**config.mk**
```make
export PLATFORM = sky130hd
export DESIGN_NAME = rob
export DESIGN_NICKNAME = d
export VERILOG_FILES = /design/src/rtl/rob.sv
export SDC_FILE = /design/constraint.sdc
export NUM_CORES = 1
export LEC_CHECK = 0
export CELL_PAD_IN_SITES_DETAIL_PLACEMENT = 1
export CELL_PAD_IN_SITES_GLOBAL_PLACEMENT = 2
export CORE_AREA = 2 2 238 240
export CTS_CLUSTER_SIZE = 28
export DETAILED_ROUTE_END_ITERATION = 16
export DIE_AREA = 0 0 240 242
export GPL_ROUTABILITY_DRIVEN = 0
export GPL_TIMING_DRIVEN = 1
export PLACE_DENSITY = 0.79
export SYNTH_ARGS = -nofsm -noshare
export SYNTH_HDL_FRONTEND = slang
export SYNTH_SLANG_ARGS = --single-unit
```
**constraint.sdc**
```tcl
create_clock -name clock -period 4.6 [get_ports clock]
set_input_delay 0.69 -clock clock [delete_from_list [all_inputs] [get_ports clock]]
set_output_delay 0.69 -clock clock [all_outputs]
set_load 0.02 [all_outputs]
```
**src/rtl/rob.sv**
```systemverilog
// Reorder buffer for the R10K-style core. Dispatch allocates at the tail, entries are
// marked done out of order, and the oldest completed entry retires once per cycle,
// handing Told to the free list and T to the architectural map.
module rob #(
   parameter int ROB_SIZE = 32,
   parameter int PREG_W   = 6,
   parameter int AREG_W   = 5,
   parameter int IDX_W    = $clog2(ROB_SIZE)
) (
   input  logic              clock,
   input  logic              reset,
   input  logic              dispatch_valid,
   input  logic [AREG_W-1:0] dispatch_dest_areg,
   input  logic              dispatch_has_dest,
   input  logic [PREG_W-1:0] dispatch_T,
   input  logic [PREG_W-1:0] dispatch_Told,
   output logic              dispatch_ready,
   output logic [IDX_W-1:0]  dispatch_rob_idx,
   input  logic              complete_valid,
   input  logic [IDX_W-1:0]  complete_rob_idx,
   input  logic              squash,
   output logic              retire_valid,
   output logic              retire_has_dest,
   output logic [AREG_W-1:0] retire_dest_areg,
   output logic [PREG_W-1:0] retire_T,
   output logic [PREG_W-1:0] retire_Told,
   output logic [IDX_W-1:0]  retire_rob_idx,
   output logic [IDX_W:0]    count,
   output logic              empty
);

   localparam logic [IDX_W:0]   FULL_CNT = (IDX_W+1)'(ROB_SIZE);
   localparam logic [IDX_W:0]   CNT_ONE  = (IDX_W+1)'(1);
   localparam logic [IDX_W-1:0] IDX_ONE  = IDX_W'(1);

   logic [IDX_W-1:0]    head_q, head_d;
   logic [IDX_W-1:0]    tail_q, tail_d;
   logic [IDX_W:0]      count_q, count_d;
   logic [ROB_SIZE-1:0] valid_q, valid_d;
   logic [ROB_SIZE-1:0] complete_q, complete_d;
   logic [ROB_SIZE-1:0] has_dest_q, has_dest_d;
   logic [AREG_W-1:0]   areg_q [ROB_SIZE];
   logic [AREG_W-1:0]   areg_d [ROB_SIZE];
   logic [PREG_W-1:0]   t_q    [ROB_SIZE];
   logic [PREG_W-1:0]   t_d    [ROB_SIZE];
   logic [PREG_W-1:0]   told_q [ROB_SIZE];
   logic [PREG_W-1:0]   told_d [ROB_SIZE];

   logic dispatch_fire;
   logic complete_fire;
   logic retire_fire;

   // Handshake qualifiers; readiness looks only at registered count so a
   // same-cycle retire never lets a full buffer accept.
   always_comb begin
      dispatch_ready = (count_q != FULL_CNT);
      dispatch_fire  = dispatch_valid & dispatch_ready & ~squash;
      complete_fire  = complete_valid & ~squash & valid_q[complete_rob_idx];
      retire_fire    = valid_q[head_q] & complete_q[head_q] & ~squash;
   end

   // Retire port and status outputs; payload is zeroed when nothing retires.
   always_comb begin
      dispatch_rob_idx = tail_q;
      count            = count_q;
      empty            = (count_q == '0);
      retire_valid     = retire_fire;
      retire_rob_idx   = retire_fire ? head_q : '0;
      retire_has_dest  = retire_fire & has_dest_q[head_q];
      retire_dest_areg = retire_fire ? areg_q[head_q] : '0;
      retire_T         = retire_fire ? t_q[head_q]    : '0;
      retire_Told      = retire_fire ? told_q[head_q] : '0;
   end

   // Next-state for pointers, occupancy and per-entry flags. Completion is applied
   // before the retire clear so a late completion of the retiring head cannot revive it.
   always_comb begin
      head_d     = head_q;
      tail_d     = tail_q;
      count_d    = count_q;
      valid_d    = valid_q;
      complete_d = complete_q;

      if (complete_fire) complete_d[complete_rob_idx] = 1'b1;

      if (retire_fire) begin
         valid_d[head_q]    = 1'b0;
         complete_d[head_q] = 1'b0;
         head_d             = head_q + IDX_ONE;
      end

      if (dispatch_fire) begin
         valid_d[tail_q]    = 1'b1;
         complete_d[tail_q] = 1'b0;
         tail_d             = tail_q + IDX_ONE;
      end

      case ({dispatch_fire, retire_fire})
         2'b10:   count_d = count_q + CNT_ONE;
         2'b01:   count_d = count_q - CNT_ONE;
         default: count_d = count_q;
      endcase

      if (squash) begin
         head_d     = '0;
         tail_d     = '0;
         count_d    = '0;
         valid_d    = '0;
         complete_d = '0;
      end
   end

   // Next-state for the entry payload, written only at allocation.
   always_comb begin
      has_dest_d = has_dest_q;
      areg_d     = areg_q;
      t_d        = t_q;
      told_d     = told_q;
      if (dispatch_fire) begin
         has_dest_d[tail_q] = dispatch_has_dest;
         areg_d[tail_q]     = dispatch_dest_areg;
         t_d[tail_q]        = dispatch_T;
         told_d[tail_q]     = dispatch_Told;
      end
   end

   // Control state register with synchronous reset.
   always_ff @(posedge clock) begin
      if (reset) begin
         head_q     <= '0;
         tail_q     <= '0;
         count_q    <= '0;
         valid_q    <= '0;
         complete_q <= '0;
      end else begin
         head_q     <= head_d;
         tail_q     <= tail_d;
         count_q    <= count_d;
         valid_q    <= valid_d;
         complete_q <= complete_d;
      end
   end

   // Payload storage; never read unless the matching valid bit is set, so no reset.
   always_ff @(posedge clock) begin
      has_dest_q <= has_dest_d;
      areg_q     <= areg_d;
      t_q        <= t_d;
      told_q     <= told_d;
   end

endmodule

```
==> impl_results.md, run 1 <==
- Die ar.: 0.0581 mm2
- FFs w/ async S/R, synth: 0%
- First-pass GRT wire length: 115000 um
- Layout net count: 1636
- Total GRT Usage: 27.7%
- Max Cap Viol: 0
- Hold buffer count at cts: 0
- Mean post-synth cell area: 17.9 um2
- Status: complete, no violations
- Worst-case reg-to-reg path depth: 15
- Max Root-Sink Buffers: 3
- YS warnings: 0
- H-tree levels: 3
- Final Critical Period: 4.51 ns
- Core area: 0.0557 mm2
- Peak supply drop: 0.240 mV
- CTS tree: yes
- Overflow after GRT: 0
- Clk slew on worst S/H paths: 0.05 ns
- Power Density: 400 mW/mm2
- Count leader, synth: edfxtp_1
- Drt via density: 6.42
- Die H: 242 um
- # setup viols final: 0
- Post-synth top cells: 576 x edfxtp_1, 148 x mux4_2, 80 x dfxtp_1
- Share of the synthesized area in the top cell type: 65.3%
- EDFF count, synth: 576
- Clock Latency Late Sink: 0.61 ns
- Die W: 240 um
- Clock skew: 0.0205 ns
- Num rows: 87
- Crit path kind: flop to output pin
- Largest net degree at the start of global routing: 73
- Area grow syn2layout: 16.2%
- Post-synthesis sequential area ratio: 71.4%
- Wire per inst: 32.7 um
- Final WS setup: 0.0891 ns
- Initial Util: 47.5%
- Achievable Freq: 0.222 GHz
- CP Capture Type: output pin
- # IOs: 65
- Distinct cells, synth: 68
- Top post-synthesis cells by area: edfxtp_1 65%, mux4_2 13%, dfxtp_1 6.0%
- Layout cell share with drive strength beyond 1: 23.7%
- Remaining antenna violation count: 0
- Remaining DRCs: 0
- DP HPWL: 45400 um
- Req. time, crit path: 3.91 ns
- Leak: 0.00940 uW
- Period utilization: 98.1%
- Post-synth net total: 1518
- Drt pass-1 iters: 5
- Clock sink count: 656
- RSZ-0062 raised after global routing: no
- TNS Setup: 0 ns
- DRT iter0 DRCs: 1595
- CTS Root Cell: clkbuf_16
- Worst setup SP type: flop
- Port Buffers: 64
- Critical-path maximum fanout: 19
- Post-Place Setup Slack: 0.302 ns
- Max-slew violations: 0
- R2R Setup Slk: 0.76 ns
- Vias: 15469
- Mapped Area: 0.0265 mm2
- Initial antenna violation count: 5
- Vias in the first global route: 16336
- Post-synth top area cell: edfxtp_1
- Hold Path Class: flop to flop
- Prevailing post-synth register cell: edfxtp_1
- FF+latch count, synth: 656
- Hold depth: 2
- Slew headroom: 25.2%
- Final WL: 78900 um
- Data arrival, critical path: 3.82 ns
- Final hold vios: 0
- Post-Syn Instances: 1479
- Worst-Margin Slew: 1.12 ns
- TritonCTS Buffers: 70
kinds of logic after synthesis:
| family | count (synthesis) | synth area share [%] |
|---|---|---|
| muxes | 193 | 14.5 |
| AOI/OAI and AO/OA | 245 | 6.42 |
| buffers and inverters | 120 | 2.12 |
| DFF | 656 | 71.4 |
| adders and majority gates | 11 | 0.520 |
| and+or+nand+nor | 245 | 4.77 |
| xor gates and xnor gates | 9 | 0.298 |
routing by layer:
| metal | routed length (um) | up-vias | global-route usage [%] |
|---|---|---|---|
| met5 | 27 | - | 0 |
| met3 | 6190 | 160 | 4.48 |
| met4 | 2720 | 4 | 10.8 |
| met2 | 38400 | 763 | 44.3 |
| li1 | - | 6365 | - |
| met1 | 31500 | 8177 | 38.1 |
critical path: stages (launching register included):
cell	delay, ns
dfxtp_1	0.34
buf_4	0.26
inv_1	0.32
nand3_1	0.16
buf_4	0.41
o22ai_1	0.23
nor4_2	0.63
and2_1	0.22
clkdlybuf4s50_1	0.61
placed cells by master, fill, tap and decap left out, types with 23 or more instances in the layout:
cell type / instances
edfxtp_1: 576
mux4_2: 148
dfxtp_1: 76
o22ai_1: 74
buf_4: 73
clkbuf_16: 72
clkdlybuf4s50_1: 64
nor2_1: 46
nand2_1: 37
a21oi_1: 36
o21ai_0: 33
a32oi_1: 33
mux2i_1: 31
and2_1: 23
where the power goes:
group          switching [uW]  leakage, uW  total [uW]  internal (uW)
clock network            2360      0.00110        5590           3230
registers                5.67      0.00583        6490           6480
logic                     158      0.00247         218           60.0
final timing paths:
kind,start,end
min reg2reg,valid_q[13]$_SDFF_PP0_,valid_q[13]$_SDFF_PP0_
max reg2reg,head_q[1]$_SDFFE_PP0N_,count[4]$_SDFFE_PP0P_
min,valid_q[13]$_SDFF_PP0_,valid_q[13]$_SDFF_PP0_
max,head_q[2]$_SDFFE_PP0N_,retire_T[3]
through the flow:
step	cell area (um2)	util (%)	total power, uW	hold slack, ns	instances
3_5_place_dp	28400	51.0	6830	0.505	2280
2_1_floorplan	26500	-	6680	0.458	1479
4_1_cts	30700	55.2	12400	0.514	2409
5_1_grt	30800	55.2	12600	0.541	2410
6_report	30800	55.2	12300	0.519	2410
3_3_place_gp	28400	51.0	6820	0.491	2280
area by class of cell:
type	instances	area (um2)
Antenna cell	1	2.50
Clock inverter	39	382
Clock buffer	89	1900
Fill cell	5055	25000
Timing Repair Buffer	146	1360
Sequential cell	656	18900
Tap cell	756	946
Multi-Input combinational cell	703	7200
Inverter	20	75.1
flip-flops by register name, summed over array words and instances (netlist names):
name              flops
has_dest_q           32
areg_q              160
complete_q           32
told_q              192
t_q                 192
dispatch_rob_idx      5
valid_q              32
head_q                5
count                 6
repair_timing:
item	CTS	global route
gates resized for setup	4	5
buffers inserted	1	0
endpoints found under the setup margin	7	11
No activity file was read; power rests on OpenSTA's default activity.
==> run 2: changes to the inputs <==
--- a/config.mk
+++ b/config.mk
@@ -14,6 +14,7 @@
 export GPL_ROUTABILITY_DRIVEN = 0
 export GPL_TIMING_DRIVEN = 1
 export PLACE_DENSITY = 0.79
+export SKIP_CTS_REPAIR_TIMING = 1
 export SYNTH_ARGS = -nofsm -noshare
 export SYNTH_HDL_FRONTEND = slang
 export SYNTH_SLANG_ARGS = --single-unit
==> impl_results.md, run 2 (same netlist as run 1, synthesis figures left out) <==
- Status: complete, no violations
- DP HPWL: 45400 um
- Total GRT Usage: 27.6%
- CTS tree: yes
- # setup viols final: 0
- Clk slew on worst S/H paths: 0.05 ns
- Peak supply drop: 0.238 mV
- Regs by FF count: t_q: 192 flops, told_q: 192 flops, areg_q: 160 flops
- Clock sink count: 656
- Final WL: 78700 um
- Worst-Margin Slew: 1.13 ns
- Largest net degree at the start of global routing: 73
- H-tree levels: 3
- Req. time, crit path: 3.91 ns
- Max Root-Sink Buffers: 3
- First-pass GRT wire length: 114000 um
- Num rows: 87
- Period utilization: 96.8%
- Drt pass-1 iters: 5
- Slew headroom: 24.7%
- Die ar.: 0.0581 mm2
- Die W: 240 um
- Most common cell after layout, fill and taps aside: edfxtp_1
- Power Density: 399 mW/mm2
- Vias: 15435
- Crit path kind: flop to output pin
- Drt via density: 6.40
- Remaining antenna violation count: 0
- Initial Util: 47.5%
- Initial antenna violation count: 4
- Achievable Freq: 0.225 GHz
- Layout net count: 1636
- Port Buffers: 64
- Critical-path maximum fanout: 19
- Commonest non-fill, non-tap cells in the layout: 576 x edfxtp_1, 148 x mux4_2, 76 x dfxtp_1, 74 x o22ai_1, 73 x buf_4
- Clock skew: 0.0217 ns
- Layout cell share with drive strength beyond 1: 23.7%
- Die H: 242 um
- Clock Latency Late Sink: 0.61 ns
- RSZ-0062 raised after global routing: no
- Data arrival, critical path: 3.76 ns
- Hold Path Class: flop to flop
- Vias in the first global route: 16308
- Final Critical Period: 4.45 ns
- Area grow syn2layout: 16.3%
- TNS Setup: 0 ns
- Final hold vios: 0
- Overflow after GRT: 0
- Core area: 0.0557 mm2
- # IOs: 65
- CP Capture Type: output pin
- Max-slew violations: 0
- Max Cap Viol: 0
- Remaining DRCs: 0
- Fill cell count: 5053
- Leak: 0.00940 uW
- Placed cells: 2280
- Wire per inst: 32.7 um
- Worst setup SP type: flop
- CTS Root Cell: clkbuf_16
- Non-filler cells, final: 2410
- DRT iter0 DRCs: 1647
- TritonCTS Buffers: 70
run 2: path summary, 6_finish.rpt:
kind | from | endpoint | slack (ns) | depth (start not counted)
worst max register to register | head_q[1]$_SDFFE_PP0N_ | count[4]$_SDFFE_PP0P_ | 0.78 | 15
worst min register to register | valid_q[13]$_SDFF_PP0_ | valid_q[13]$_SDFF_PP0_ | 0.52 | 2
worst max-delay path | head_q[2]$_SDFFE_PP0N_ | retire_dest_areg[4] | 0.15 | 8
worst min-delay path | valid_q[13]$_SDFF_PP0_ | valid_q[13]$_SDFF_PP0_ | 0.52 | 2
run 2: layout make-up:
type / instances / area (um2) / area share [%]
Multi-Input combinational cell: 703 / 7210 / 23.4
Timing Repair Buffer: 146 / 1360 / 4.42
Tap cell: 756 / 946 / 3.07
Inverter: 20 / 75.1 / 0.244
Sequential cell: 656 / 18900 / 61.4
Clock buffer: 89 / 1900 / 6.16
Clock inverter: 39 / 382 / 1.24
Antenna cell: 1 / 2.50 / 0.00813
run 2: through the flow:
step                util (%)  cell area, um2  hold slack [ns]  total power, uW  setup WS, ns
floorplan                  -           26500            0.458             6680         0.808
finish                  55.2           30800            0.519            12300         0.148
global placement        51.0           28400            0.491             6820         0.289
CTS                     55.1           30700            0.514            12400        -0.337
global route            55.2           30800            0.541            12600        0.0235
detailed placement      51.0           28400            0.505             6830         0.302
run 2: layer usage:
metal | GRT usage (%) | routed length (um) | up-vias | share of wire, %
li1 | - | - | 6367 | -
met1 | 38.1 | 31700 | 8143 | 40
met2 | 44.1 | 38400 | 757 | 49
met3 | 4.28 | 5810 | 164 | 7.4
met4 | 11.0 | 2800 | 4 | 3.6
met5 | 0 | 21 | - | 0.027
run 2: critical path, cell delays in order (launching register included):
cell,delay (ns)
dfxtp_1,0.34
buf_4,0.26
inv_1,0.32
nand3_1,0.16
buf_4,0.40
o22ai_1,0.22
nor4_1,0.59
and2_1,0.23
clkdlybuf4s50_1,0.61
run 2: power by group:
part | internal (uW) | total, uW | switching, uW | leakage (uW)
clock | 3230 | 5580 | 2350 | 0.00110
sequential | 6480 | 6490 | 5.67 | 0.00583
combinational | 60.4 | 220 | 159 | 0.00247
total | 9770 | 12300 | 2520 | 0.00940
